**src/rtl/utopia_atm_tx_p.sv**
```systemverilog
// UTOPIA ATM cell transmitter: captures one 53-octet cell per request and streams it to the PHY.
// Optional feature: define UTOPIA_TX_HEC_GEN_EN to generate the HEC octet (CRC-8 ^ 8'h55) internally.
module utopia_atm_tx_p #(
  parameter int DW  = 8,
  parameter int UNI = 0
) (
  input  logic          clk,
  input  logic          rst_n,
  output logic          soc,
  output logic [DW-1:0] data,
  output logic          en,
  input  logic          clav,
  input  logic          txreq,
  output logic          txack,
  input  logic [3:0]    gfc,
  input  logic [11:0]   vpi,
  input  logic [15:0]   vci,
  input  logic [2:0]    pt,
  input  logic          clp,
  input  logic [7:0]    hec,
  input  logic [383:0]  payload
);

  localparam int NW = (DW == 16) ? 27 : 53;
  localparam int WW = $clog2(NW);
  // The 16-bit bus pads the HEC octet with a zero, so the octet stream is one longer.
  localparam int NO = (DW == 16) ? 54 : 53;
  localparam int PO = (DW == 16) ? 6 : 5;

  if (!(DW == 8 || DW == 16)) begin : g_dw_illegal
    $error("utopia_atm_tx_p: DW must be 8 or 16");
  end

  typedef enum logic [1:0] {IDLE, LOAD, XFER, ACK} state_t;

  typedef struct packed {
    logic [7:0]   h1;
    logic [7:0]   h2;
    logic [7:0]   h3;
    logic [7:0]   h4;
    logic [7:0]   hec;
    logic [383:0] payload;
  } cell_t;

`ifdef UTOPIA_TX_HEC_GEN_EN
  function automatic logic [7:0] hec_calc(input logic [31:0] hdr);
    logic [7:0] crc;
    logic       fb;
    crc = 8'h00;
    for (int i = 31; i >= 0; i--) begin
      fb  = crc[7] ^ hdr[i];
      crc = {crc[6:0], 1'b0} ^ (fb ? 8'h07 : 8'h00);
    end
    return crc ^ 8'h55;
  endfunction
`endif

  state_t         state, state_nx;
  cell_t          cap, cap_in;
  logic [WW-1:0]  widx;
  logic [7:0]     oct   [NO];
  logic [DW-1:0]  words [NW];
  logic           last_word;
  logic           soc_d, en_d, txack_d;
  logic [DW-1:0]  data_d;

  // Fields that a given configuration leaves unread are gathered here on purpose.
  logic unused_inputs;
  assign unused_inputs = ^{gfc, vpi[11:8], hec};

  always_comb begin
    cap_in.h1      = (UNI != 0) ? {gfc, vpi[7:4]} : vpi[11:4];
    cap_in.h2      = {vpi[3:0], vci[15:12]};
    cap_in.h3      = vci[11:4];
    cap_in.h4      = {vci[3:0], pt, clp};
`ifdef UTOPIA_TX_HEC_GEN_EN
    cap_in.hec     = hec_calc({cap_in.h1, cap_in.h2, cap_in.h3, cap_in.h4});
`else
    cap_in.hec     = hec;
`endif
    cap_in.payload = payload;
  end

  // Octet stream of the captured cell in transmission order.
  always_comb begin
    for (int i = 0; i < NO; i++) oct[i] = 8'h00;
    oct[0] = cap.h1;
    oct[1] = cap.h2;
    oct[2] = cap.h3;
    oct[3] = cap.h4;
    oct[4] = cap.hec;
    for (int i = 0; i < 48; i++) oct[PO+i] = cap.payload[8*i +: 8];
  end

  if (DW == 16) begin : g_w16
    for (genvar i = 0; i < NW; i++) begin : g_word
      assign words[i] = {oct[2*i], oct[2*i+1]};
    end
  end else begin : g_w8
    for (genvar i = 0; i < NW; i++) begin : g_word
      assign words[i] = oct[i];
    end
  end

  assign last_word = (widx == WW'(NW - 1));

  // NOTE: sequential state uses non-blocking assignments so every register samples pre-edge values.
  always_ff @(posedge clk or negedge rst_n) begin
    if (!rst_n) state <= IDLE;
    else        state <= state_nx;
  end

  // NOTE: defaults first in every combinational process so no path leaves a variable unassigned (no latches).
  always_comb begin
    state_nx = state;
    unique case (state)
      IDLE: if (txreq) state_nx = LOAD;
      LOAD: state_nx = XFER;
      XFER: if (clav && last_word) state_nx = ACK;
      ACK:  state_nx = IDLE;
      default: state_nx = IDLE;
    endcase
  end

  always_comb begin
    soc_d   = 1'b0;
    en_d    = 1'b0;
    txack_d = 1'b0;
    data_d  = '0;
    unique case (state)
      XFER: begin
        if (clav) begin
          data_d = words[widx];
          en_d   = 1'b1;
          soc_d  = (widx == '0);
        end else begin
          data_d = data;
        end
      end
      ACK:     txack_d = 1'b1;
      default: ;
    endcase
  end

  always_ff @(posedge clk or negedge rst_n) begin
    if (!rst_n) begin
      soc   <= 1'b0;
      en    <= 1'b0;
      txack <= 1'b0;
      data  <= '0;
    end else begin
      soc   <= soc_d;
      en    <= en_d;
      txack <= txack_d;
      data  <= data_d;
    end
  end

  always_ff @(posedge clk or negedge rst_n) begin
    if (!rst_n) begin
      widx <= '0;
    end else if (state == IDLE && txreq) begin
      widx <= '0;
    end else if (state == XFER && clav && !last_word) begin
      widx <= widx + 1'b1;
    end
  end

  // NOTE: the capture register is cleared by reset so an aborted cell leaves no stale fields behind.
  always_ff @(posedge clk or negedge rst_n) begin
    if (!rst_n)              cap <= '0;
    else if (state == LOAD)  cap <= cap_in;
  end

endmodule

```
**config.mk**
```make
export PLATFORM = sky130hd
export DESIGN_NAME = utopia_atm_tx_p
export DESIGN_NICKNAME = d
export VERILOG_FILES = /design/src/rtl/utopia_atm_tx_p.sv
export SDC_FILE = /design/constraint.sdc
export NUM_CORES = 1
export LEC_CHECK = 0
export ABC_AREA = 0
export CELL_PAD_IN_SITES_DETAIL_PLACEMENT = 0
export CELL_PAD_IN_SITES_GLOBAL_PLACEMENT = 2
export CORE_MARGIN = 3
export CORE_UTILIZATION = 38
export DETAILED_ROUTE_END_ITERATION = 12
export GPL_TIMING_DRIVEN = 0
export PLACE_DENSITY = 0.86
export SLEW_MARGIN = 20
export SYNTH_ARGS = -nofsm -noshare
export SYNTH_HDL_FRONTEND = slang
export SYNTH_SLANG_ARGS = --single-unit
export TNS_END_PERCENT = 50
```
**constraint.sdc**
```tcl
create_clock -name clk -period 3.82 [get_ports clk]
set_clock_uncertainty 0.2 [all_clocks]
set_input_delay 0.764 -clock clk [delete_from_list [all_inputs] [get_ports clk]]
set_output_delay 0.764 -clock clk [all_outputs]
set_load 0.05 [all_outputs]
```
-- After elaboration in Yosys (flattened, before gate mapping)
Cells that the tools add are included.
- register bits after elaboration: 443
- input bits: 432
- output and inout bits: 11
- word-level logic and storage cells: 46
- add/subtract/negate cells: 1
- $lt $le $gt $ge: 1
- equal/unequal tests: 7
- multiplexer cells: 15
- bitwise gates (word level): 1
- reduce and logical (&&, ||, !) cells: 9
- operators with widths (operator ; number):
    8-bit binary-select mux with 6-bit select ; 1
    8-bit 2-to-1 mux ; 4
    6-bit 2-to-1 mux ; 2
    2-bit one-hot mux with 4 select lines ; 1
    7-bit >= comparator, second input constant ; 1
    6-bit inverter with 7-bit output ; 1
    6-bit by 1-bit adder with 6-bit output, second input constant ; 1
    6-bit equality test, second input constant ; 1
    6-bit zero test ; 1
    2-bit inequality test, second input constant ; 3
    1-bit 2-to-1 mux ; 5
    2-bit equality test, second input constant ; 2
    1-bit logical AND ; 4
    2-bit 2-to-1 mux ; 2
    2-bit by 1-bit equality test with 1-bit output, second input constant ; 1
    2-bit zero test ; 1
    2-bit AND reduction ; 1
    2-bit nonzero test ; 1
    1-bit zero test ; 1

-- Depth between registers and ports, before layout
Gate-level depths: netlist of the first run.
- depth in word-level cells: 6
- mapped depth: 11
- depth with buffers taken out: 7

-- Least setup slack after synthesis of the first run
No wires, ideal clock.
- kind: reg2reg
- start point: register widx[0]
- end point: register widx[5]
- arrival: 2061 ps
- slack: 1434 ps
- cell stages (with the launch flop): 12
- buffers on the path: 5
- clock period less this slack: 2386 ps
- cells stage by stage: dfrtp_1 buf_6 buf_12 buf_6 buf_8 buf_4 inv_1 ha_1 a31oi_1 nand4_1 xnor2_1 nor2_1
- longest elaborated chain between the ends: 4
- elaborated cells between the ends (all ways): 7
- those cells by class: add/sub: 1; eq/ne: 1; mux: 2; reduce/logical: 3
- RTL lines (element ; RTL line ; text):
    start: declaration ; 60 ; logic [WW-1:0] widx;
    start signal: assignment ; 165 ; widx <= widx + 1'b1;
    parallel branches: the longest is 4 deep, another holds 6-bit by 1-bit adder with 6-bit output ; - ;
Several ways; the timed one is not identified. The select of a mux whose other input is x is not followed.
A chain may end at the register's enable or synchronous reset.

-- Worst setup path in the final report of the first run
- start point: register widx[1]
- end point: register data[2]
- longest elaborated chain between the ends: 6
- RTL lines (element ; RTL line ; text):
    6-bit inverter with 7-bit output (not written as such) ; 133 ; data_d = words[widx];
    8-bit binary-select mux with 6-bit select ; 133 ;
    8-bit 2-to-1 mux (not written as such) (2 in series) ; 133 ;
    8-bit 2-to-1 mux ; 132 ; if (clav) begin
    8-bit 2-to-1 mux ; 130 ; unique case (state)
    end signal: assignment ; 155 ; data <= data_d;
    end: declaration ; 10 ; output logic [DW-1:0] data,
No other way between the ends. The select of a mux whose other input is x is not followed.

==> metrics.csv, run 1 <==
metric;value;unit
status;finished, final reports clean;
grt_max_degree;97;
cts_made_buffers;50;
synth_warnings;0;
finalSetupTns;0;ps
min_period_over_period;90.5;%
route.detailed.drc;0;
io_pins;443;
ff2ff_path_depth;8;
worstPathMaxFanout;10;
clkTransAtPathRegs;60;ps
layoutNonFillerInstCount;2546;
cap_violations;0;
synth-edff-count;0;
area_growth;35.3;%
die_h;236;µm
die_x;236;µm
startpoint_type;flip-flop;
rows;83;
min_path_cells;2;
power_density;826;nW/µm²
grt_first_pass_wirelength;102000;µm
nets;2258;
grt_usage;25.1;%
grt_remaining_overflow;0;
max_freq;289;MHz
r2r_slack;360;ps
synth_top_cell_by_area;dfrtp_1;
synth-seq-cells;443;
crit_arrival;3700;ps
setup_viol;0;
cts_setup_buffers;0;
grt_pass1_vias;15000;
layout-drive-gt1-share;33.2;%
cellLeakagePower;10.8;nW
port_buffers;438;
cts_sinks;443;
drt_iter0_markers;663;
hp-class;reg -> reg;
worst_setup_path_end_kind;flip-flop;
via_count;13700;
cts_root_buf;clkbuf_16;
cts_max_level;2;
syn_nets;1762;
post-place-ws;352;ps
slew_viol_final;0;
dr.pass1.iters;5;
r2r_end;data[2];
netlist_instances;1324;
tightestPinTransition;986;ps
ys.flop_type;dfrtp_1;
ir_worst_vdd;0.348;mV
wl_per_cell;27.8;µm
antenna_found_initial;18;
crit_type;reg -> reg;
syn_area;20000;µm²
gp_congestion;0.834;
post_dp_cell_area;25400;µm²
rsz0062_at_grt;false;
drtAntennaViolNets;0;
finalPower;0.0224;W
finalWorstSetupSlack;364;ps
synth_top_area_share;55.4;%
rr_startpoint;widx[1];
postLayoutCellArea;27100;µm²
crit_end;data[2];
synth_seq_area_share;55.4;%
dieArea;55500;µm²
cts_tree;built;
dp_hpwl;54500;µm
async_flop_share;100;%
design.core.area;51700;µm²
max_slew_margin;34.1;%
drt_wl_total;70800;µm
fin_crit;3460;ps
clk_latency;580;ps
dpl.cell_count;2447;
finalHoldViolations;0;
critPathLaunch;widx[1];
synth.area.top_cells;dfrtp_1 (55%), mux2_2 (25%), mux4_2 (6.6%);
postSynthAreaPerCell;15.1;µm²
clk_path_buf_depth;3;
start_util;38.7;%
yosysUniqueCellTypes;51;
worst_ep_required_time;4060;ps
drt-vias-per-instance;5.36;
## flip-flops by register name, summed over array words and instances, names as in the netlist
signal	flops
state	2
en	1
widx	6
soc	1
cap	424
txack	1
data	8
## worst min-delay path by stage
| stage | to | from |
|---|---|---|
| floorplan | cap[0] | rst_n |
| global placement | data[5] | data[5] |
| detailed placement | data[5] | data[5] |
| CTS | data[5] | data[5] |
| global route | data[5] | data[5] |
| finish | data[5] | data[5] |
## layout make-up
cell class / count / area [µm²]
multi-input combinational: 783 / 8460
sequential: 443 / 11100
antenna: 14 / 35.0
inverter: 6 / 22.5
timing repair buffer: 444 / 4540
buffer: 92 / 463
clock inverter: 7 / 62.6
fill: 4430 / 24600
clock buffer: 77 / 1580
tap: 680 / 851
## per-layer routing
layer | wire [µm] | up-vias | GRT usage [%]
met5 | 109 | - | 0
met2 | 34200 | 441 | 41.1
met1 | 29800 | 7126 | 32.7
met3 | 4430 | 120 | 6.27
met4 | 2360 | 14 | 8.61
li1 | - | 5958 | -
## power by group
| part | total [W] | internal (W) | switching (W) |
|---|---|---|---|
| clock network | 0.00482 | 0.00288 | 0.00194 |
| registers | 0.00831 | 0.00711 | 0.00120 |
| logic | 0.00925 | 0.00496 | 0.00428 |
| total | 0.0224 | 0.0150 | 0.00742 |
## critical path: stages, from the launching register on
cell and delay (ps):
dfrtp_1 350, clkbuf_1 220, clkbuf_1 720, buf_2 530
mux4_2 380, mux2i_1 360, nor2_1 80, o21ai_1 320
o311ai_1 150
## metrics by stage
step | hold WS [ps] | utilization [%]
detailed placement | 272 | 49.1
global placement | 266 | 48.8
finish | 282 | 52.4
floorplan | 268 | -
global route | 306 | 52.4
CTS | 282 | 52.3
## repair_timing
item / in CTS / in global routing
hold endpoints to repair: 40 / 0
resized for setup: 0 / 0
endpoints found under the setup margin: 0 / 0
hold buffers: 1 / 0
## cell usage in the layout (no fill, tap or decap), types with 5 or more instances in the layout
cell type          n
o21ai_0           10
o22ai_1           21
nand3_1            6
a21oi_1           11
inv_1              6
a211o_1            6
diode_2           14
mux2_2           441
clkdlybuf4s50_1  437
buf_4             10
buf_16             5
dfrtp_1          443
nor4_1             9
nor2_1            31
a22o_1             7
buf_1              8
mux2i_1           76
nor2b_1            5
clkbuf_8          16
nand2_1           20
ha_1               6
o221ai_1           5
buf_6              5
clkinv_2           5
mux4_2            59
a221oi_1           8
nor3_1             5
clkbuf_16         53
clkbuf_1          63
buf_2             11
## Yosys cell counts, drive strengths merged (5+ instances only)
master / n
nor3: 5
nor4: 9
nand3: 6
nor2: 31
a22o: 7
o22ai: 21
clkbuf: 56
a211o: 6
mux2: 441
ha: 6
inv: 6
mux4: 63
o221ai: 5
o21ai: 13
nor2b: 5
a221oi: 8
mux2i: 76
buf: 36
nand2: 20
a21oi: 11
dfrtp: 443
## cells by family after synthesis
logic type	Yosys count	synth area share [%]
mux	580	35.8
flops	443	55.4
buf+inv	98	2.42
compound gates	96	3.43
simple gates	96	2.44
fa+ha+maj	6	0.375
xor+xnor	5	0.219
Power figures use the tool's default switching activity.
==> run 2: changes to the inputs <==
Settings changed: CORE_MARGIN 3 to not set, MAX_ROUTING_LAYER set to met4.
==> run 2 against run 1 <==
Against the previous run: worst hold slack improved by 8.5 ps; first-iteration DRC count grew 20%; clock power rose by 6.0%; sequential cell count stayed put; global-route usage increased by 1.7 points; clock-buffer cell count decreased by 6; non-clock buffer count unchanged.
==> metrics.csv, run 2 (synthesis results as in run 1) <==
metric;value;unit
postLayoutCellArea;27200;µm²
cts_root_buf;clkbuf_16;
use_met2;42.9;%
via_count;13700;
cts_sinks;443;
dp_hpwl;53100;µm
drtAntennaViolNets;0;
grt_remaining_overflow;0;
drt-vias-per-instance;5.34;
grt_usage;26.8;%
r2r_slack;390;ps
largest_registers;cap (424), data (8), widx (6);
critical-path-top-delay-family;buffers and inverters;
port_buffers;438;
finalHoldViolations;0;
final_cell_mix;dfrtp_1 (443), mux2_2 (441), clkdlybuf4s50_1 (437);
cts_resized;0;
nets;2258;
grt_pass1_vias;14700;
antenna_found_initial;24;
max_stage_delay;660;ps
post-place-ws;331;ps
drt_wl_total;69300;µm
crit_arrival;3670;ps
area_growth;35.9;%
start_util;38.7;%
cap_violations;0;
num-fill-cells;4391;
design.core.area;51700;µm²
busiest_layer;met2;
fin_crit;3430;ps
cellLeakagePower;10.8;nW
ir_worst_vdd;0.388;mV
io_pins;443;
worst_setup_path_end_kind;flip-flop;
cts_made_buffers;50;
hp-class;reg -> reg;
use_met3;5.50;%
gp_congestion;0.863;
largest_register;cap;
min_period_over_period;89.9;%
largest_reg_flops;424;
rsz0062_at_grt;false;
max_freq;291;MHz
max_slew_margin;38.6;%
drt_iter0_markers;795;
finalWorstSetupSlack;387;ps
mostFrequentLayoutCell;dfrtp_1;
power_density;832;nW/µm²
clkTransAtPathRegs;60;ps
crit_type;reg -> reg;
clk_path_buf_depth;3;
fin_hold_ws;290;ps
crit_slowest_cell;clkbuf_1;
die_h;232;µm
worst_path_most_repeated_cell;clkbuf_1;
critPathBufInv;3;
cts_max_level;2;
grt_first_pass_wirelength;99800;µm
dr.pass1.iters;4;
slew_viol_final;0;
setup_viol;0;
grt_use_met1;34.0;%
route.detailed.drc;0;
dieArea;53600;µm²
status;finished, final reports clean;
grt_max_degree;89;
worst_ep_required_time;4050;ps
finalSetupTns;0;ps
cp_cell_sequence;clkbuf_1, buf_2, clkbuf_1, mux4_2, mux2i_1, nor2_1, o21ai_0, o311ai_1;
tightestPinTransition;921;ps
clk_latency;590;ps
cts_tree;built;
startpoint_type;flip-flop;
wl_per_cell;27.1;µm
layout-drive-gt1-share;33.2;%
post_dp_cell_area;25400;µm²
worstPathMaxFanout;10;
rows;83;
die_x;232;µm
## run 2: layout make-up
class                      instances  area (µm²)  area share, %
antenna                           24        60.1          0.221
multi-input combinational        783        8460           31.1
inverter                           6        22.5         0.0828
tap                              680         851           3.13
sequential                       443       11100           40.7
clock inverter                    19         279           1.03
clock buffer                      71        1450           5.34
timing repair buffer             444        4540           16.7
buffer                            92         463           1.70
## run 2: worst paths after layout
check | start | depth (start not counted) | endpoint
worst max-delay path | widx[1] | 8 | data[1]
worst min-delay path | data[5] | 2 | data[5]
worst max register to register | widx[1] | 8 | data[1]
worst min register to register | data[5] | 2 | data[5]
max in group asynchronous | rst_n | 4 | cap[58]
min in group asynchronous | rst_n | 2 | cap[258]
## run 2: where the power goes
part	total [W]	internal (W)	switching, W	leakage (nW)
logic	0.00923	0.00496	0.00427	4.75
clock network	0.00511	0.00311	0.00200	0.850
registers	0.00830	0.00711	0.00119	5.23
## run 2: worst min-delay path, cell delays in order, from the launching register on
cell	delay [ps]
dfrtp_1	350
nand2_1	60
nand3_1	60
## run 2: metal layers
metal / part of all wire, % / up-vias
met3: 6.2 / 97
met2: 49 / 410
met5: 0 / -
met4: 2.3 / 0
li1: - / 5973
met1: 42 / 7208
## run 2: stage by stage
stage	util, %	power [W]	std cells
after floorplan	-	0.0143	1324
after global placement	48.8	0.0174	2442
after detailed placement	49.1	0.0177	2447
after CTS	52.5	0.0229	2538
after global routing	52.6	0.0238	2562
final	52.6	0.0226	2562
## run 2: timing repair
item,4_1_cts,5_1_grt
endpoints found under the hold margin,62,0
buffers inserted,0,0
hold buffers,1,0
setup endpoints to repair,0,0
